### src/rtl/cpu_pkg.sv
// Shared core types for the fetch front end: widths, the canonical NOP and
// the fetch FSM encoding.
package cpu_pkg;

  localparam int XLEN = 64;
  localparam int ILEN = 32;
  localparam logic [ILEN-1:0] NOP_INST = 32'h0000_0013;

  typedef enum logic {
    RUN,
    DISCARD
  } fetch_state_e;

  // One buffered instruction; packed so it travels through a 96-bit FIFO.
  typedef struct packed {
    logic [ILEN-1:0] inst;
    logic [XLEN-1:0] pc;
  } fetch_entry_t;

  function automatic logic [XLEN-1:0] word_align(input logic [XLEN-1:0] a);
    return {a[XLEN-1:2], 2'b00};
  endfunction

endpackage

### src/rtl/fetch_queue_sync_fifo.sv
// Small synchronous FIFO with flush; head is read combinationally, and a
// push on full is accepted only when a pop frees the slot in the same cycle.
module sync_fifo #(
  parameter int WIDTH = 96,
  parameter int DEPTH = 4
) (
  input  logic             clk,
  input  logic             reset,
  input  logic             push_i,
  input  logic [WIDTH-1:0] data_i,
  input  logic             pop_i,
  input  logic             flush_i,
  output logic [WIDTH-1:0] data_o,
  output logic             full_o,
  output logic             empty_o,
  output logic [$clog2(DEPTH):0] count_o
);

  localparam int AW = $clog2(DEPTH);

  logic [WIDTH-1:0] mem_q [DEPTH];
  logic [AW:0]      wr_q, wr_d, rd_q, rd_d;
  logic             do_push, do_pop;

  assign empty_o = (wr_q == rd_q);
  assign full_o  = (wr_q[AW] != rd_q[AW]) && (wr_q[AW-1:0] == rd_q[AW-1:0]);
  assign count_o = wr_q - rd_q;
  assign data_o  = mem_q[rd_q[AW-1:0]];

  assign do_pop  = pop_i && !empty_o;
  assign do_push = push_i && (!full_o || do_pop);

  always_comb begin
    wr_d = wr_q;
    rd_d = rd_q;
    if (flush_i) begin
      wr_d = '0;
      rd_d = '0;
    end else begin
      if (do_push) wr_d = wr_q + 1'b1;
      if (do_pop)  rd_d = rd_q + 1'b1;
    end
  end

  always_ff @(posedge clk) begin
    if (reset) begin
      wr_q <= '0;
      rd_q <= '0;
    end else begin
      wr_q <= wr_d;
      rd_q <= rd_d;
    end
  end

  // Storage needs no reset: nothing is visible until a pointer says so.
  always_ff @(posedge clk) begin
    if (do_push && !flush_i) mem_q[wr_q[AW-1:0]] <= data_i;
  end

  a_no_overflow: assert property (@(posedge clk) disable iff (reset)
    (push_i && full_o && !flush_i) |-> pop_i);

endmodule

### src/rtl/fetch_queue.sv
// Instruction fetch front end: owns the fetch PC, issues credit-limited word
// reads, buffers responses with their PCs and flushes on redirect.
module fetch_queue
  import cpu_pkg::*;
#(
  parameter logic [XLEN-1:0] RESET_PC = '0,
  parameter int              DEPTH    = 4,
  parameter int              MAX_OUT  = 4
) (
  input  logic            clk,
  input  logic            reset,
  input  logic            redirect_valid,
  input  logic [XLEN-1:0] redirect_pc,
  output logic            imem_req,
  output logic [XLEN-1:0] imem_addr,
  input  logic            imem_gnt,
  input  logic            imem_rvalid,
  input  logic [ILEN-1:0] imem_rdata,
  output logic            inst_valid,
  input  logic            inst_ready,
  output logic [ILEN-1:0] inst_data,
  output logic [XLEN-1:0] inst_pc
);

  localparam int CW = $clog2(MAX_OUT + 1);
  localparam int OW = $clog2(DEPTH) + 1;
  localparam int SW = ((CW > OW) ? CW : OW) + 1;

  fetch_state_e    state_q, state_d;
  logic [XLEN-1:0] fetch_pc_q, fetch_pc_d;
  logic [XLEN-1:0] resp_pc_q, resp_pc_d;
  logic [CW-1:0]   out_q, out_d, disc_q, disc_d, out_nx;
  logic [OW-1:0]   occ;
  logic [SW-1:0]   live;
  logic            issue, drop, push, pop;
  logic            fifo_empty, fifo_full;
  fetch_entry_t    head, wr_entry;

  // Slots already promised: buffered entries plus responses that will be kept.
  assign live = SW'(occ) + SW'(out_q) - SW'(disc_q);

  assign imem_req  = !reset && !redirect_valid &&
                     (out_q < CW'(MAX_OUT)) && (live < SW'(DEPTH));
  assign imem_addr = fetch_pc_q;
  assign issue     = imem_req && imem_gnt;

  assign out_nx = out_q - CW'(imem_rvalid);
  assign drop   = imem_rvalid && (state_q == DISCARD);
  assign push   = imem_rvalid && !drop && !redirect_valid;
  assign pop    = inst_valid && inst_ready;

  assign wr_entry   = '{inst: imem_rdata, pc: resp_pc_q};
  assign inst_valid = !fifo_empty;
  assign inst_data  = fifo_empty ? NOP_INST  : head.inst;
  assign inst_pc    = fifo_empty ? resp_pc_q : head.pc;

  sync_fifo #(
    .WIDTH ($bits(fetch_entry_t)),
    .DEPTH (DEPTH)
  ) u_buf (
    .clk     (clk),
    .reset   (reset),
    .push_i  (push),
    .data_i  (wr_entry),
    .pop_i   (pop),
    .flush_i (redirect_valid),
    .data_o  (head),
    .full_o  (fifo_full),
    .empty_o (fifo_empty),
    .count_o (occ)
  );

  always_comb begin
    fetch_pc_d = fetch_pc_q;
    resp_pc_d  = resp_pc_q;
    out_d      = out_nx + CW'(issue);
    disc_d     = disc_q;
    state_d    = state_q;
    if (redirect_valid) begin
      // Everything still in flight belongs to the old path.
      fetch_pc_d = word_align(redirect_pc);
      resp_pc_d  = word_align(redirect_pc);
      out_d      = out_nx;
      disc_d     = out_nx;
      state_d    = (out_nx != '0) ? DISCARD : RUN;
    end else begin
      if (issue) fetch_pc_d = fetch_pc_q + 64'd4;
      if (push)  resp_pc_d  = resp_pc_q + 64'd4;
      if (drop) begin
        disc_d = disc_q - CW'(1);
        if (disc_q == CW'(1)) state_d = RUN;
      end
    end
  end

  always_ff @(posedge clk) begin
    if (reset) begin
      state_q    <= RUN;
      fetch_pc_q <= RESET_PC;
      resp_pc_q  <= RESET_PC;
      out_q      <= '0;
      disc_q     <= '0;
    end else begin
      state_q    <= state_d;
      fetch_pc_q <= fetch_pc_d;
      resp_pc_q  <= resp_pc_d;
      out_q      <= out_d;
      disc_q     <= disc_d;
    end
  end

  a_rvalid_has_out: assert property (@(posedge clk) disable iff (reset)
    imem_rvalid |-> (out_q != '0));
  a_out_bound: assert property (@(posedge clk) disable iff (reset)
    (out_q <= CW'(MAX_OUT)) && (disc_q <= out_q));
  a_state_tracks_disc: assert property (@(posedge clk) disable iff (reset)
    (state_q == DISCARD) == (disc_q != '0));
  a_keep_has_slot: assert property (@(posedge clk) disable iff (reset)
    (push && fifo_full) |-> pop);

endmodule

### config.mk
export PLATFORM = sky130hd
export DESIGN_NAME = fetch_queue
export DESIGN_NICKNAME = d
export VERILOG_FILES = /design/src/rtl/cpu_pkg.sv /design/src/rtl/fetch_queue_sync_fifo.sv /design/src/rtl/fetch_queue.sv
export SDC_FILE = /design/constraint.sdc
export NUM_CORES = 1
export LEC_CHECK = 0
export ABC_AREA = 1
export CAP_MARGIN = 10
export CORE_MARGIN = 2
export CORE_UTILIZATION = 55
export DETAILED_ROUTE_END_ITERATION = 10
export HOLD_SLACK_MARGIN = 0.03
export PLACE_DENSITY = 0.85
export RECOVER_POWER = 25
export REMOVE_ABC_BUFFERS = 1
export SLEW_MARGIN = 40
export SYNTH_ARGS = -nofsm -noshare
export SYNTH_HDL_FRONTEND = slang
export SYNTH_HIERARCHICAL = 1
export SYNTH_SLANG_ARGS = --single-unit
### constraint.sdc
create_clock -name clk -period 8 [get_ports clk]
set_input_delay 1.2 -clock clk [delete_from_list [all_inputs] [get_ports clk]]
set_output_delay 1.2 -clock clk [all_outputs]
set_load 0.02 [all_outputs]
# Yosys cells after proc, flatten, opt, wreduce, memory -nomap -nowiden
# Memories as Yosys holds them, arrays and structs flattened. A register that Yosys moved wholly into a read port is not among the register bits.
# Cells that the tools add are included.
[totals]
output_inout_bits = 162
ramBits = 384
input_bits = 102
elab_cells = 68
reg_bits = 141
mem_count = 1
[classes]
n_reduce_logical = 25
n_eq_ne = 4
magnitude_cmp = 2
muxes = 17
add_sub_neg = 10
[memory_table]
columns = ["memory", "words", "width", "rd", "rd_clocked_by_memory_dff", "wr", "line_no", "source"]
rows = [
  ["u_buf.mem_q", 4, 96, 1, 1, 1, "fetch_queue_sync_fifo.sv:21", "logic [WIDTH-1:0] mem_q [DEPTH];"],
]
[op_table]
columns = ["op", "count"]
rows = [
  ["$mux W64", 5],
  ["$add A64 B3 Y64 const B", 2],
  ["$mux W32", 1],
  ["$logic_and A1 B1 Y1", 12],
  ["$mux W3", 3],
  ["$reduce_bool A2 Y1", 4],
  ["$add A3 B1 Y3 const B", 2],
  ["$mux W1", 6],
  ["$logic_not A1 Y1", 5],
  ["$add A3 B3 Y4", 1],
  ["$lt A4 B3 Y1 const B", 1],
  ["$mux W2", 2],
  ["$sub A4 B3 Y4", 1],
  ["$add A3 B1 Y3", 1],
  ["$eq A3 B1 Y1 const B", 1],
  ["$eq A3 B3 Y1", 1],
  ["$lt A3 B3 Y1 const B", 1],
  ["$reduce_bool A3 Y1", 1],
  ["$sub A3 B1 Y3", 1],
  ["$sub A3 B1 Y3 const B", 1],
  ["$sub A3 B3 Y3", 1],
  ["$eq A2 B2 Y1", 1],
  ["$reduce_and A2 Y1", 1],
  ["$reduce_or A2 Y1", 1],
  ["other kinds (2)", 2],
]

# Longest topological paths before layout
# Gate-level depths: netlist (run 1).
[logic_depth]
ltp_word = 9
depth_mapped = 19
ltp_nobuf = 19

# By module
# The synthesis (run 1) kept the hierarchy.
[modules_own_cells]
columns = ["mod", "cells_per_inst", "seq_area_each_um2", "instances", "area_each_um2"]
rows = [
  ["sync_fifo", 1002, 11691.2, 1, 14800.4],
  ["fetch_queue", 1925, 2622.5, 1, 10806.6],
]

# Worst setup path after synthesis (run 1)
# Ideal clock, no wire load.
[synth_path]
kind = "in2reg"
startpoint = "input port imem_rvalid"
endpoint = "memory u_buf.mem_q[0][0], enable pin"
cell_stages = 9
slack_ns = 1.133
n_path_buf = 1
required_ns = 7.449
arrival_ns = 6.316
setup_ns = 0.551
cell_sequence = "inv_1 nor2_2 inv_1 nor2_2 clkbuf_1 nand2_1 inv_1 nand2_1 nor2_1"
[synth_between]
elab_chain_cells = 8
[synth_rtl]
columns = ["item", "line_no", "source"]
rows = [
  ["from (decl)", "fetch_queue.sv:17", "input logic imem_rvalid,"],
  ["$logic_and A1 B1 Y1", "fetch_queue.sv:48", "assign drop = imem_rvalid && (state_q == DISCARD);"],
  ["$logic_not A1 Y1", "fetch_queue.sv:49", "assign push = imem_rvalid && !drop && !redirect_valid;"],
  ["$logic_and A1 B1 Y1 * (2 in series)", "fetch_queue.sv:49", ""],
  ["via push", "fetch_queue.sv:35", "logic issue, drop, push, pop;"],
  ["$logic_and A1 B1 Y1 *", "fetch_queue_sync_fifo.sv:31", "assign do_push = push_i && (!full_o || do_pop);"],
  ["$logic_and A1 B1 Y1 *", "fetch_queue_sync_fifo.sv:57", "if (do_push && !flush_i) mem_q[wr_q[AW-1:0]] <= data_i;"],
  ["$mux W1 *", "fetch_queue_sync_fifo.sv:57", ""],
  ["$mux W1 (not written as such) *", "fetch_queue_sync_fifo.sv:57", ""],
  ["to (decl)", "fetch_queue_sync_fifo.sv:21", ""],
]
# Mark *: on every way through the listed nets, which the timed path passes. The rest lies on a longest branch.

# Worst setup path in the final report (run 1)
[layout_path]
startpoint = "register u_buf.wr_q[0]"
endpoint = "output port inst_pc[16]"
[layout_between]
elab_chain_cells = 2
[layout_rtl]
columns = ["item", "line_no", "source"]
rows = [
  ["from (decl)", "fetch_queue_sync_fifo.sv:22", "logic [AW:0] wr_q, wr_d, rd_q, rd_d;"],
  ["from (signal assigned)", "fetch_queue_sync_fifo.sv:50", "wr_q <= wr_d;"],
  ["$eq A3 B3 Y1", "fetch_queue_sync_fifo.sv:25", "assign empty_o = (wr_q == rd_q);"],
  ["via fifo_empty", "fetch_queue.sv:36", "logic fifo_empty, fifo_full;"],
  ["$mux W64", "fetch_queue.sv:55", "assign inst_pc = fifo_empty ? resp_pc_q : head.pc;"],
  ["to (decl)", "fetch_queue.sv:22", "output logic [XLEN-1:0] inst_pc"],
]
# The timed path passes the listed nets, and every way through them passes these cells.

==> reports/metrics.yaml, run 1 <==
dp_cells: 3685
min_delay_worst_endpoint: "u_buf/rd_q[2]$_SDFFE_PP0N_"
die-area_um2: 48290
numPortBuffers: 259
hp-class: "reg -> reg"
max_slew_margin: 0.4306
fin_tns_setup_ns: 0
switchingPower_uw: 1575
critPathKind: "reg -> out"
min-delay-start: "u_buf/rd_q[2]$_SDFFE_PP0N_"
hold_depth: 2
routed_wl_mm: 79.19
clockBufferDepth: 3
grt_pass1_vias: 21130
syn_to_final_growth_pct: 18.04
layout-drive-gt1-share: 0.05869
r2r_slack_ns: 3.68
layoutNonFillerInstCount: 3778
fp.dieH_um: 219.8
final_cell_area_um2: 30220
clk_pin_slew_ns: 0.06
postPlaceCellArea_um2: 28440
endpoint_kind: "primary output"
r2r-end: "u_buf/mem_q[3][80]$_DFFE_PP_"
cap_viol_max_count: 0
power_frac_comb: 0.109
slew_viol_final: 0
clock_sinks: 523
syn_avg_cell_area_um2: 8.750
intPower_uw: 4774
grt_start_max_net_pins: 137
fin_skew_ns: 0.01709
placeableCoreArea_um2: 46260
die_x_um: 219.8
ys_warn_count: 6
synth_area_um2: 25600
cts_tree: "done"
switching_share: 0.2481
drc: 0
antenna_left: 0
cts_made_buffers: 50
viasPerCell: 5.856
clockPowerShare: 0.403
drt_pre_antenna_iters: 5
ir_drop_mv: 0.1550
required_ns: 6.80
cts_hold_buffers: 0
row_count: 79
htreeDepth: 2
nNetsFinal: 3253
rsz0062_at_grt: "false"
syn-instance-count: 2926
dp_hpwl_mm: 53.25
power_density_nw_per_um2: 210.1
clk_latency_ns: 0.61
max_freq_mhz: 170.2
fin_crit_sh: 0.7346
cts_setup_buffers: 0
vias: 22120
path_max_fanout: 83
setup_viol: 0
leakage_uw: 0.01078
grt_pass1_wl_mm: 118.8
first_iter_violations: 2298
num_io_pins: 264
r2r_cells: 15
grt_util_all_layers: 0.3248
reg2reg_from: "u_buf/wr_q[0]$_SDFFE_PP0P_"
cts-resized-gates: 0
place.gp.congestion: 0.9328
worstMarginPinSlew_ns: 0.8542
outcome: "completed"
antenna_found_initial: 1
start_kind: "flop"
overflow: 0
arrival_ns: 4.68
post-route-min-period_ns: 5.877
wire_per_inst_um: 20.96
root_buffer: "clkbuf_16"
seq_power_share: 0.488
place_ws_ns: 2.807
fin_ws_ns: 2.123
finalHoldViolations: 0
start_util: 0.5535
## through the flow
step / utilization / hold slack, ns / total power [uW]
3_5_place_dp: 0.6148 / 0.4928 / 3832
3_3_place_gp: 0.6147 / 0.4736 / 3809
2_1_floorplan: - / 0.4601 / 3472
6_report: 0.6533 / 0.5114 / 6349
5_1_grt: 0.6533 / 0.5242 / 6547
4_1_cts: 0.6532 / 0.5094 / 6358
## layer usage
layer  vias to the layer above  share of wire  wire, um  GRT usage
met5                         -              0         0          0
met4                         0          0.039      3101     0.1309
met3                       158          0.078      6160    0.04555
met2                      1032           0.47     37260     0.5306
met1                     10600           0.41     32670     0.4385
li1                      10330              -         -          -
## registers in the layout, summed over array words and instances, names as in the netlist, named ones only
signal       cells
disc_q           3
imem_addr       62
out_q            3
resp_pc_q       62
state_q          1
u_buf/mem_q    384
u_buf/rd_q       3
u_buf/wr_q       3
## placed cells by master (no fill, tap or decap), types with 5 or more instances in the layout
cell type	n
nand4_1	35
clkdlybuf4s50_1	252
nand2_1	537
nand3_1	121
o21ai_0	291
o21ai_1	101
inv_2	13
dfxtp_1	137
nor2_1	488
clkinv_1	11
xnor2_1	8
conb_1	10
nor3_2	10
nor2_2	19
o22ai_1	97
nand2_2	12
ha_1	18
clkinv_2	7
xor2_1	31
dlygate4sd3_1	5
edfxtp_1	384
buf_4	17
a21oi_1	105
or2_2	5
inv_1	256
clkbuf_16	51
nor3_1	47
a31oi_1	27
nor2_4	14
bufinv_16	10
## critical path: stages, from the launching register on
cell and delay [ns]:
dfxtp_1 0.40, inv_1 0.10, ha_1 0.31, nand2_1 0.05, inv_1 0.09, nand2_2 0.10, clkinv_1 0.06, buf_4 0.44
clkinv_2 0.62, buf_4 0.55, o21ai_0 0.52, clkdlybuf4s50_1 0.70
## cell type report
cell class,instances,area [um2]
Fill cell,3698,16040
Timing Repair Buffer,279,2776
Clock buffer,58,1333
Sequential cell,523,14320
Antenna cell,2,5.005
Tap cell,607,759.5
Multi-Input combinational cell,2002,9548
Inverter,274,1039
Clock inverter,33,444.2
## power by group through the flow
stage | registers [uW] | logic, uW | clock network, uW
floorplan | 3150 | 325 | 0
global placement | 3150 | 663 | 0
detailed placement | 3150 | 680 | 0
CTS | 3090 | 686 | 2580
global route | 3110 | 747 | 2690
finish | 3100 | 691 | 2560
## how the worst max path moves through the flow
stage,start,endpoint,slack [ns],cells past startpoint
floorplan,imem_rvalid,u_buf/mem_q[0][0]$_DFFE_PP_,0.71,8
finish,u_buf/wr_q[0]$_SDFFE_PP0P_,inst_pc[16],2.12,11
detailed placement,u_buf/wr_q[0]$_SDFFE_PP0P_,inst_pc[16],2.81,11
global route,u_buf/wr_q[0]$_SDFFE_PP0P_,inst_pc[16],1.91,11
global placement,u_buf/wr_q[0]$_SDFFE_PP0P_,inst_pc[54],2.91,11
CTS,u_buf/wr_q[0]$_SDFFE_PP0P_,inst_pc[16],2.14,11
Note: power is estimated with default switching activity, not from simulation.
==> run 2, diff against run 1 <==
==> constraint.sdc (replaced) <==
create_clock -name clk -period 5.9 [get_ports clk]
set_input_delay 0.885 -clock clk [delete_from_list [all_inputs] [get_ports clk]]
set_output_delay 0.885 -clock clk [all_outputs]
set_load 0.02 [all_outputs]
==> reports/metrics.yaml, run 2 (same netlist as run 1, synthesis figures left out) <==
viasPerCell: 5.829
regArea_um2: 14320
cap_viol_max_count: 0
required_ns: 5.02
fin_crit_sh: 0.8187
start_util: 0.5535
max_slew_margin: 0.3964
holdWs_ns: 0.5178
endpoint_kind: "primary output"
power_density_nw_per_um2: 280.5
num_io_pins: 264
rsz0062_at_grt: "false"
outcome: "completed"
final_util: 0.6535
largest_reg_flops: 384
cts_setup_buffers: 0
layout_commonest_cell: "nand2_1"
critPathKind: "reg -> out"
nFillCells: 3749
numPortBuffers: 259
root_buffer: "clkbuf_16"
place_ws_ns: 1.699
grt_start_max_net_pins: 126
num_antenna_cells: 0
antenna_found_initial: 1
cts_made_buffers: 51
routed_wl_mm: 79.14
slew_viol_final: 0
dp_hpwl_mm: 52.26
multi_input_area_um2: 9548
placeableCoreArea_um2: 46260
path_max_fanout: 5
drt_pre_antenna_iters: 6
clk_latency_ns: 0.60
grt_pass1_vias: 20450
die-area_um2: 48290
arrival_ns: 3.95
fin_ws_ns: 1.069
final_cell_mix: "nand2_1, nor2_1, edfxtp_1, o21ai_0, inv_1"
cts_hold_buffers: 0
layout-drive-gt1-share: 0.06110
path_buf_inv: 3
clk_pin_slew_ns: 0.06
wire_per_inst_um: 20.92
die_x_um: 219.8
fp.dieH_um: 219.8
grt_util_all_layers: 0.3212
antenna_left: 0
setup_viol: 0
htreeDepth: 2
hp-class: "reg -> reg"
clockBufferDepth: 3
grt_pass1_wl_mm: 117.6
leakage_uw: 0.01078
cts_tree: "done"
critPathMaxStageDelay_ns: 0.61
drc: 0
place.gp.congestion: 0.9789
fin_skew_ns: 0.01366
max_freq_mhz: 207.0
ir_drop_mv: 0.1965
finalHoldViolations: 0
row_count: 79
cts-resized-gates: 0
clock_sinks: 523
vias: 22050
nNetsFinal: 3256
postPlaceCellArea_um2: 28470
worstMarginPinSlew_ns: 0.9055
cp_cell_sequence: "inv_1 -> ha_1 -> fa_1 -> xor2_1 -> fa_1 -> ha_1 -> a21oi_1 -> nand3_1 -> nand2_1 -> nand3_1 -> inv_1 -> clkdlybuf4s50_1"
final_cell_area_um2: 30230
slowest_stage: "clkdlybuf4s50_1"
overflow: 0
post-route-min-period_ns: 4.831
syn_to_final_growth_pct: 18.07
cpLargestDelayFamily: "adder cells"
start_kind: "flop"
first_iter_violations: 2354
## run 2: power by group
part,internal [uW],switching (uW),leakage (uW)
Clock,1910,1440,0.000829
Combinational,364,574,0.00533
Sequential,4050,150,0.00462
Total,6320,2160,0.0108
## run 2: layout make-up
cell class                 instances  share of cell area
sequential                       523              0.4737
multi-input combinational       2002              0.3159
timing repair buffer             281             0.09429
clock buffer                      57             0.04429
inverter                         274             0.03444
tap                              607             0.02512
clock inverter                    38             0.01233
## run 2: worst reg2reg max path: stages, from the launching register on
cell	delay (ns)
dfxtp_1	0.41
inv_1	0.11
ha_1	0.22
fa_1	0.38
xor2_1	0.22
fa_1	0.45
ha_1	0.35
a21oi_1	0.18
nand3_1	0.10
nand2_1	0.10
nand4_1	0.18
nand2_2	0.13
clkinv_2	0.55
a21oi_1	0.34
nor2_1	0.06
## run 2: worst paths after layout
check                                           startpoint                    endpoint  slack (ns)  cells after the start
worst max-delay path            u_buf/wr_q[0]$_SDFFE_PP0P_                    imem_req        1.07                     12
worst min-delay path            u_buf/rd_q[2]$_SDFFE_PP0N_  u_buf/rd_q[2]$_SDFFE_PP0N_        0.52                      2
worst max register to register  u_buf/wr_q[0]$_SDFFE_PP0P_   imem_addr[5]$_SDFFE_PP0P_        1.96                     14
worst min register to register  u_buf/rd_q[2]$_SDFFE_PP0N_  u_buf/rd_q[2]$_SDFFE_PP0N_        0.52                      2
## run 2: metrics by stage
stage,total power (uW),cells,TNS (ns)
after floorplan,4708,2799,-445.90
after global placement,5168,3685,0
after detailed placement,5192,3685,0
after CTS,8488,3780,0
after global routing,8731,3782,0
final,8480,3782,0
## run 2: per-layer routing
layer  part of all wire  global-route usage  vias to the layer above
met5            0.00011                   0                        -
met4              0.044              0.1398                        2
met3              0.089             0.04486                      200
met2               0.46              0.5136                     1159
met1               0.40              0.4392                    10370
li1                   -                   -                    10320
